--- src/rtl/ssc_uart_pkg.sv ---
// Shared types and helpers for the SSC serial receiver.
// The baud divisor is rounded to the nearest integer.
package ssc_uart_pkg;

  localparam int BIT_COUNT = 8;

  typedef enum logic [2:0] {
    IDLE,
    START,
    DATA,
    STOP,
    WAIT_HIGH
  } rx_state_t;

  function automatic int unsigned baud_div(input int unsigned clk_hz,
                                           input int unsigned baud,
                                           input int unsigned os);
    return (clk_hz + (baud * os) / 2) / (baud * os);
  endfunction

endpackage

--- src/rtl/ssc_byte_fifo.sv ---
// First-word-fall-through byte buffer for the receiver.
// The head is presented combinationally, and the last popped word is held while the FIFO is empty.
module ssc_byte_fifo #(
  parameter int DEPTH = 16,
  parameter int WIDTH = 8
) (
  input  logic                         clk_logic_i,
  input  logic                         system_reset_n,
  input  logic                         push_i,
  input  logic [WIDTH-1:0]             push_data_i,
  input  logic                         pop_i,
  output logic [WIDTH-1:0]             data_o,
  output logic                         valid_o,
  output logic [$clog2(DEPTH+1)-1:0]   count_o,
  output logic                         overrun_o
);

  localparam int PW = (DEPTH > 1) ? $clog2(DEPTH) : 1;
  localparam int CW = $clog2(DEPTH + 1);

  logic [WIDTH-1:0] mem_q [DEPTH];
  logic [PW-1:0]    wr_ptr_q, rd_ptr_q;
  logic [CW-1:0]    count_q;
  logic [WIDTH-1:0] hold_q;
  logic             overrun_q;
  logic             empty, full, pop_ok, push_ok;

  assign empty   = (count_q == '0);
  assign full    = (count_q == CW'(DEPTH));
  assign pop_ok  = pop_i && !empty;
  // A push into a full FIFO survives only when a pop frees a slot in the same cycle.
  assign push_ok = push_i && (!full || pop_ok);

  always_ff @(posedge clk_logic_i) begin
    if (push_ok) mem_q[wr_ptr_q] <= push_data_i;
  end

  always_ff @(posedge clk_logic_i or negedge system_reset_n) begin
    if (!system_reset_n) begin
      wr_ptr_q  <= '0;
      rd_ptr_q  <= '0;
      count_q   <= '0;
      hold_q    <= '0;
      overrun_q <= 1'b0;
    end else begin
      overrun_q <= push_i && full && !pop_ok;
      if (push_ok) wr_ptr_q <= wr_ptr_q + PW'(1);
      if (pop_ok) begin
        rd_ptr_q <= rd_ptr_q + PW'(1);
        hold_q   <= mem_q[rd_ptr_q];
      end
      unique case ({push_ok, pop_ok})
        2'b10:   count_q <= count_q + CW'(1);
        2'b01:   count_q <= count_q - CW'(1);
        default: count_q <= count_q;
      endcase
    end
  end

  assign data_o    = empty ? hold_q : mem_q[rd_ptr_q];
  assign valid_o   = !empty;
  assign count_o   = count_q;
  assign overrun_o = overrun_q;

endmodule

--- src/rtl/ssc_uart_rx.sv ---
// 8N1 receiver for the Super Serial Card link, with a buffered byte stream output.
// Handshake: a byte transfers on every rising edge where valid_o && ready_i; data_o is stable while valid_o && !ready_i.
module ssc_uart_rx
  import ssc_uart_pkg::*;
#(
  parameter int unsigned CLOCK_SPEED_HZ = 54_000_000,
  parameter int unsigned BAUD_RATE      = 9600,
  parameter int unsigned OVERSAMPLE     = 16,
  parameter int unsigned FIFO_DEPTH     = 16
) (
  input  logic                              clk_logic_i,
  input  logic                              system_reset_n,
  input  logic                              uart_rx_i,
  output logic [7:0]                        data_o,
  output logic                              valid_o,
  input  logic                              ready_i,
  output logic [$clog2(FIFO_DEPTH+1)-1:0]   fifo_count_o,
  output logic                              framing_err_o,
  output logic                              overrun_o,
  output rx_state_t                         rx_state_o
);

  localparam int unsigned DIV = baud_div(CLOCK_SPEED_HZ, BAUD_RATE, OVERSAMPLE);
  localparam int PW = (DIV > 1) ? $clog2(DIV) : 1;
  localparam int TW = (OVERSAMPLE > 1) ? $clog2(OVERSAMPLE) : 1;
  localparam logic [PW-1:0] DIV_LAST = PW'(DIV - 1);
  localparam logic [TW-1:0] MID_TICK = TW'(OVERSAMPLE / 2 - 1);
  localparam logic [TW-1:0] LAST_TICK = TW'(OVERSAMPLE - 1);

  logic       sync1_q, rx_s_q;
  rx_state_t  state_q, state_d;
  logic [PW-1:0] presc_q;
  logic [TW-1:0] tcnt_q;
  logic [2:0] bit_idx_q;
  logic [7:0] shift_q;
  logic       framing_q;

  logic tick, mid_start, mid_bit;
  logic cnt_clr, tcnt_clr, bit_clr, shift_en, push, frame_err;

  always_ff @(posedge clk_logic_i or negedge system_reset_n) begin
    if (!system_reset_n) begin
      sync1_q <= 1'b1;
      rx_s_q  <= 1'b1;
    end else begin
      sync1_q <= uart_rx_i;
      rx_s_q  <= sync1_q;
    end
  end

  assign tick      = (presc_q == DIV_LAST);
  // Tick number OVERSAMPLE/2 lands in the middle of the start bit; each later full period lands mid-bit.
  assign mid_start = tick && (tcnt_q == MID_TICK);
  assign mid_bit   = tick && (tcnt_q == LAST_TICK);

  always_ff @(posedge clk_logic_i or negedge system_reset_n) begin
    if (!system_reset_n) state_q <= IDLE;
    else                 state_q <= state_d;
  end

  always_comb begin
    state_d   = state_q;
    cnt_clr   = 1'b0;
    tcnt_clr  = 1'b0;
    bit_clr   = 1'b0;
    shift_en  = 1'b0;
    push      = 1'b0;
    frame_err = 1'b0;
    unique case (state_q)
      IDLE: begin
        cnt_clr = 1'b1;
        if (!rx_s_q) state_d = START;
      end
      START: begin
        bit_clr = 1'b1;
        if (mid_start) begin
          if (!rx_s_q) begin
            state_d  = DATA;
            tcnt_clr = 1'b1;
          end else begin
            state_d = IDLE;
          end
        end
      end
      DATA: begin
        if (mid_bit) begin
          shift_en = 1'b1;
          if (bit_idx_q == 3'(BIT_COUNT - 1)) state_d = STOP;
        end
      end
      STOP: begin
        if (mid_bit) begin
          if (rx_s_q) begin
            push    = 1'b1;
            state_d = IDLE;
          end else begin
            frame_err = 1'b1;
            state_d   = WAIT_HIGH;
          end
        end
      end
      WAIT_HIGH: begin
        // A held-low line (break) must not be mistaken for a new start bit.
        cnt_clr = 1'b1;
        if (rx_s_q) state_d = IDLE;
      end
      default: state_d = IDLE;
    endcase
  end

  always_ff @(posedge clk_logic_i or negedge system_reset_n) begin
    if (!system_reset_n) begin
      presc_q   <= '0;
      tcnt_q    <= '0;
      bit_idx_q <= '0;
      shift_q   <= '0;
      framing_q <= 1'b0;
    end else begin
      framing_q <= frame_err;
      if (cnt_clr) begin
        presc_q <= '0;
        tcnt_q  <= '0;
      end else begin
        presc_q <= tick ? '0 : presc_q + PW'(1);
        if (tcnt_clr)  tcnt_q <= '0;
        else if (tick) tcnt_q <= (tcnt_q == LAST_TICK) ? '0 : tcnt_q + TW'(1);
      end
      if (bit_clr)       bit_idx_q <= '0;
      else if (shift_en) bit_idx_q <= bit_idx_q + 3'd1;
      if (shift_en) shift_q <= {rx_s_q, shift_q[7:1]};
    end
  end

  ssc_byte_fifo #(
    .DEPTH(FIFO_DEPTH),
    .WIDTH(8)
  ) u_fifo (
    .clk_logic_i    (clk_logic_i),
    .system_reset_n (system_reset_n),
    .push_i         (push),
    .push_data_i    (shift_q),
    .pop_i          (ready_i),
    .data_o         (data_o),
    .valid_o        (valid_o),
    .count_o        (fifo_count_o),
    .overrun_o      (overrun_o)
  );

  assign framing_err_o = framing_q;
  assign rx_state_o    = state_q;

endmodule

--- config.mk ---
export PLATFORM = sky130hd
export DESIGN_NAME = ssc_uart_rx
export DESIGN_NICKNAME = d
export VERILOG_FILES = /design/src/rtl/ssc_uart_pkg.sv /design/src/rtl/ssc_byte_fifo.sv /design/src/rtl/ssc_uart_rx.sv
export SDC_FILE = /design/constraint.sdc
export NUM_CORES = 1
export LEC_CHECK = 0
export ABC_AREA = 1
export CAP_MARGIN = 15
export CORE_MARGIN = 8
export CORE_UTILIZATION = 60
export CTS_CLUSTER_SIZE = 14
export DETAILED_ROUTE_END_ITERATION = 12
export GPL_ROUTABILITY_DRIVEN = 0
export GPL_TIMING_DRIVEN = 0
export PLACE_DENSITY = 0.74
export REMOVE_ABC_BUFFERS = 1
export SYNTH_ARGS = -nofsm -noshare
export SYNTH_HDL_FRONTEND = slang
export SYNTH_HIERARCHICAL = 1
export SYNTH_SLANG_ARGS = --single-unit
--- constraint.sdc ---
create_clock -name clk_logic_i -period 5.9 [get_ports clk_logic_i]
set_input_delay 1.475 -clock clk_logic_i [delete_from_list [all_inputs] [get_ports clk_logic_i]]
set_output_delay 1.475 -clock clk_logic_i [all_outputs]
set_load 0.01 [all_outputs]
==> results.json <==
{
  "antenna_found_initial": 0,
  "fmaxAchievable_ghz": 0.193,
  "synth_top_area_share_pct": 48.8,
  "gr-total-overflow": 0,
  "clock_power_share_pct": 30.3,
  "yosysUniqueCellTypes": 43,
  "stdcell_area_um2": 8810,
  "end_kind": "output pin",
  "clkTransAtPathRegs_ps": 70,
  "swShare_pct": 34.0,
  "cts_buffers": 17,
  "ys_ff_latch": 180,
  "synth-edff-count": 128,
  "fin_setup_tns_ps": 0,
  "routed_wl_mm": 16.6,
  "viasPerCell": 5.79,
  "worst_slew_margin_rel_pct": 25.8,
  "cp_data_arrival_time_ps": 3710,
  "worst_pin_slew_ps": 1110,
  "reg2reg_depth": 9,
  "grt_pass1_wl_mm": 26.3,
  "start_util_pct": 60.5,
  "syn_inst": 688,
  "finClkSkew_ps": 11.7,
  "p_leak_nw": 3.72,
  "fin_crit_sh_pct": 87.8,
  "yosysTopAreaCell": "edfxtp_1",
  "ant_nets": 0,
  "drt_pass1_iterations": 6,
  "synth_seq_area_share_pct": 65.3,
  "drc": 0,
  "period_needed_ps": 5180,
  "ir_drop_uv": 280,
  "die_area_um2": 17100,
  "criticalPathCategory": "reg -> out",
  "hold_viol": 0,
  "worst-path-max-fanout": 64,
  "drv_slew": 0,
  "start_kind": "flip-flop",
  "max-cap-violations": 0,
  "die_h_um": 131,
  "track_usage_pct": 20.8,
  "cts_root_buf": "clkbuf_16",
  "setup_violations": 0,
  "cts_max_level": 4,
  "placed_cell_area_um2": 8170,
  "cts_setup_buffers": 0,
  "status": "finished, final reports clean",
  "p_int_w": 0.00263,
  "netlist_area_um2": 7880,
  "grt_max_degree": 65,
  "hold_path_depth": 0,
  "cts_tree": "built",
  "syn2layout_area_growth_pct": 11.7,
  "core_region_area_um2": 13000,
  "drive_gt1_share_pct": 10.9,
  "p_seq_share_pct": 38.3,
  "first_iter_violations": 368,
  "final_util_pct": 67.6,
  "vias": 5174,
  "required_ps": 4430,
  "pwr-share-comb_pct": 31.5,
  "clk_path_buf_depth": 2,
  "rsz0062_at_grt": "false",
  "synth_most_common_cell": "edfxtp_1",
  "postSynth.asyncResetShare_pct": 28.9,
  "synth_top_cells_by_count": "edfxtp_1 (128), nor2_1 (107), nand2_1 (88), o21ai_0 (64), dfrtp_1 (50)",
  "antenna_cells": 0,
  "p_total_w": 0.00398,
  "clock-sinks": 180,
  "avgSynthCellArea_um2": 11.5,
  "clk_latency_ps": 430,
  "portBuffers": 22,
  "post_drt_wl_per_cell_um": 18.6,
  "hold_class": "reg -> reg",
  "yosysWarnings": 6,
  "layout.nets": 719,
  "synth_area_leaders": "edfxtp_1 (49%), dfrtp_1 (16%), nor2_1 (5.1%), nand2_1 (4.2%), o21ai_0 (4.1%)",
  "ys_dominant_reg_cell": "edfxtp_1",
  "ctsResizeCount": 0,
  "pin_count": 23,
  "hpwlAfterDp_mm": 10.1,
  "rows": 42,
  "die_w_um": 131,
  "p_per_area_nw_per_um2": 452,
  "grt_pass1_vias": 5081,
  "p_switching_w": 0.00135,
  "cts_hold_buf": 0
}
[metal layers]
| metal | global-route usage, % | wire length [um] |
|---|---|---|
| met5 | 0 | 0 |
| met4 | 9.72 | 487 |
| met3 | 4.95 | 926 |
| met2 | 34.7 | 8340 |
| met1 | 25.3 | 6820 |
[critical path, stage by stage (launching register included)]
cell and delay (ps):
dfrtp_2 580, buf_12 260, inv_2 810, o21ai_0 280, o221ai_1 380, nand3_1 120, nand2_1 110, nand2_1 60
o21ai_1 80, clkdlybuf4s50_1 570
[registers in the layout, indices dropped and copies added, names as in the netlist]
signal and flops:
rx_s_q 1, u_fifo/hold_q 8, rx_state_o 3, u_fifo/count_o 5
sync1_q 1, tcnt_q 4, presc_q 9, u_fifo/rd_ptr_q 4
framing_err_o 1, u_fifo/overrun_o 1, shift_q 8, u_fifo/wr_ptr_q 4
u_fifo/mem_q 128, bit_idx_q 3
[final cells by class]
class,instances,area [um2]
Sequential cell,180,5150
Fill cell,982,4220
Multi-Input combinational cell,427,2320
Clock buffer,21,460
Timing Repair Buffer,25,283
Tap cell,176,220
Inverter,53,199
Clock inverter,11,174
[final timing paths]
check	start	to	slack (ps)
max	u_fifo/rd_ptr_q[0]	data_o[1]	720
min	sync1_q	rx_s_q	360
max reg2reg	tcnt_q[0]	u_fifo/mem_q[13][2]	2910
min reg2reg	sync1_q	rx_s_q	360
max in group asynchronous	system_reset_n	rx_s_q	4390
min in group asynchronous	system_reset_n	u_fifo/hold_q[0]	930
[placed cells by master, fill, tap and decap left out, types with 3 or more instances in the layout]
cell             count
nor2_2               8
clkdlybuf4s50_1     21
nand2_4              3
nand4_1              6
nand2_1             88
o22ai_1              6
o21ai_2              3
edfxtp_1           128
inv_2                8
a21oi_1              7
dfrtp_1             49
o21ai_1             27
o211ai_2             4
bufinv_16            4
clkinvlp_4           3
xor2_1              10
nor2_1             107
nand3_1             30
o21ai_0             64
clkbuf_16           17
o211ai_1            12
ha_1                11
o221ai_1            16
nor3_1               5
inv_1               44
[power by group through the flow]
stage	Combinational [W]	Sequential, W	Clock (W)
6_report	0.00125	0.00152	0.00120
5_1_grt	0.00137	0.00153	0.00126
2_1_floorplan	0.000719	0.00154	0
3_5_place_dp	0.00123	0.00154	0
4_1_cts	0.00125	0.00152	0.00121
3_3_place_gp	0.00110	0.00159	0
[cells by family (layout without fill, tap and decap cells)]
family | Yosys count | after routing | share of synthesized area (%)
buffers and inverters | 81 | 110 | 5.24
DFF | 180 | 180 | 65.3
AOI/OAI and AO/OA | 144 | 144 | 11.2
and+or+nand+nor | 260 | 260 | 15.2
adders and majority gates | 11 | 11 | 1.75
muxes | 1 | 1 | 0.127
xor gates and xnor gates | 11 | 11 | 1.22
[stage by stage]
step | instances | setup slack (ps) | hold WS [ps]
after floorplan | 660 | 1850 | 345
after global placement | 858 | 164 | 346
after detailed placement | 861 | 1250 | 348
after CTS | 893 | 736 | 357
after global routing | 893 | 439 | 359
final | 893 | 719 | 357
No activity file was read; power rests on OpenSTA's default activity.
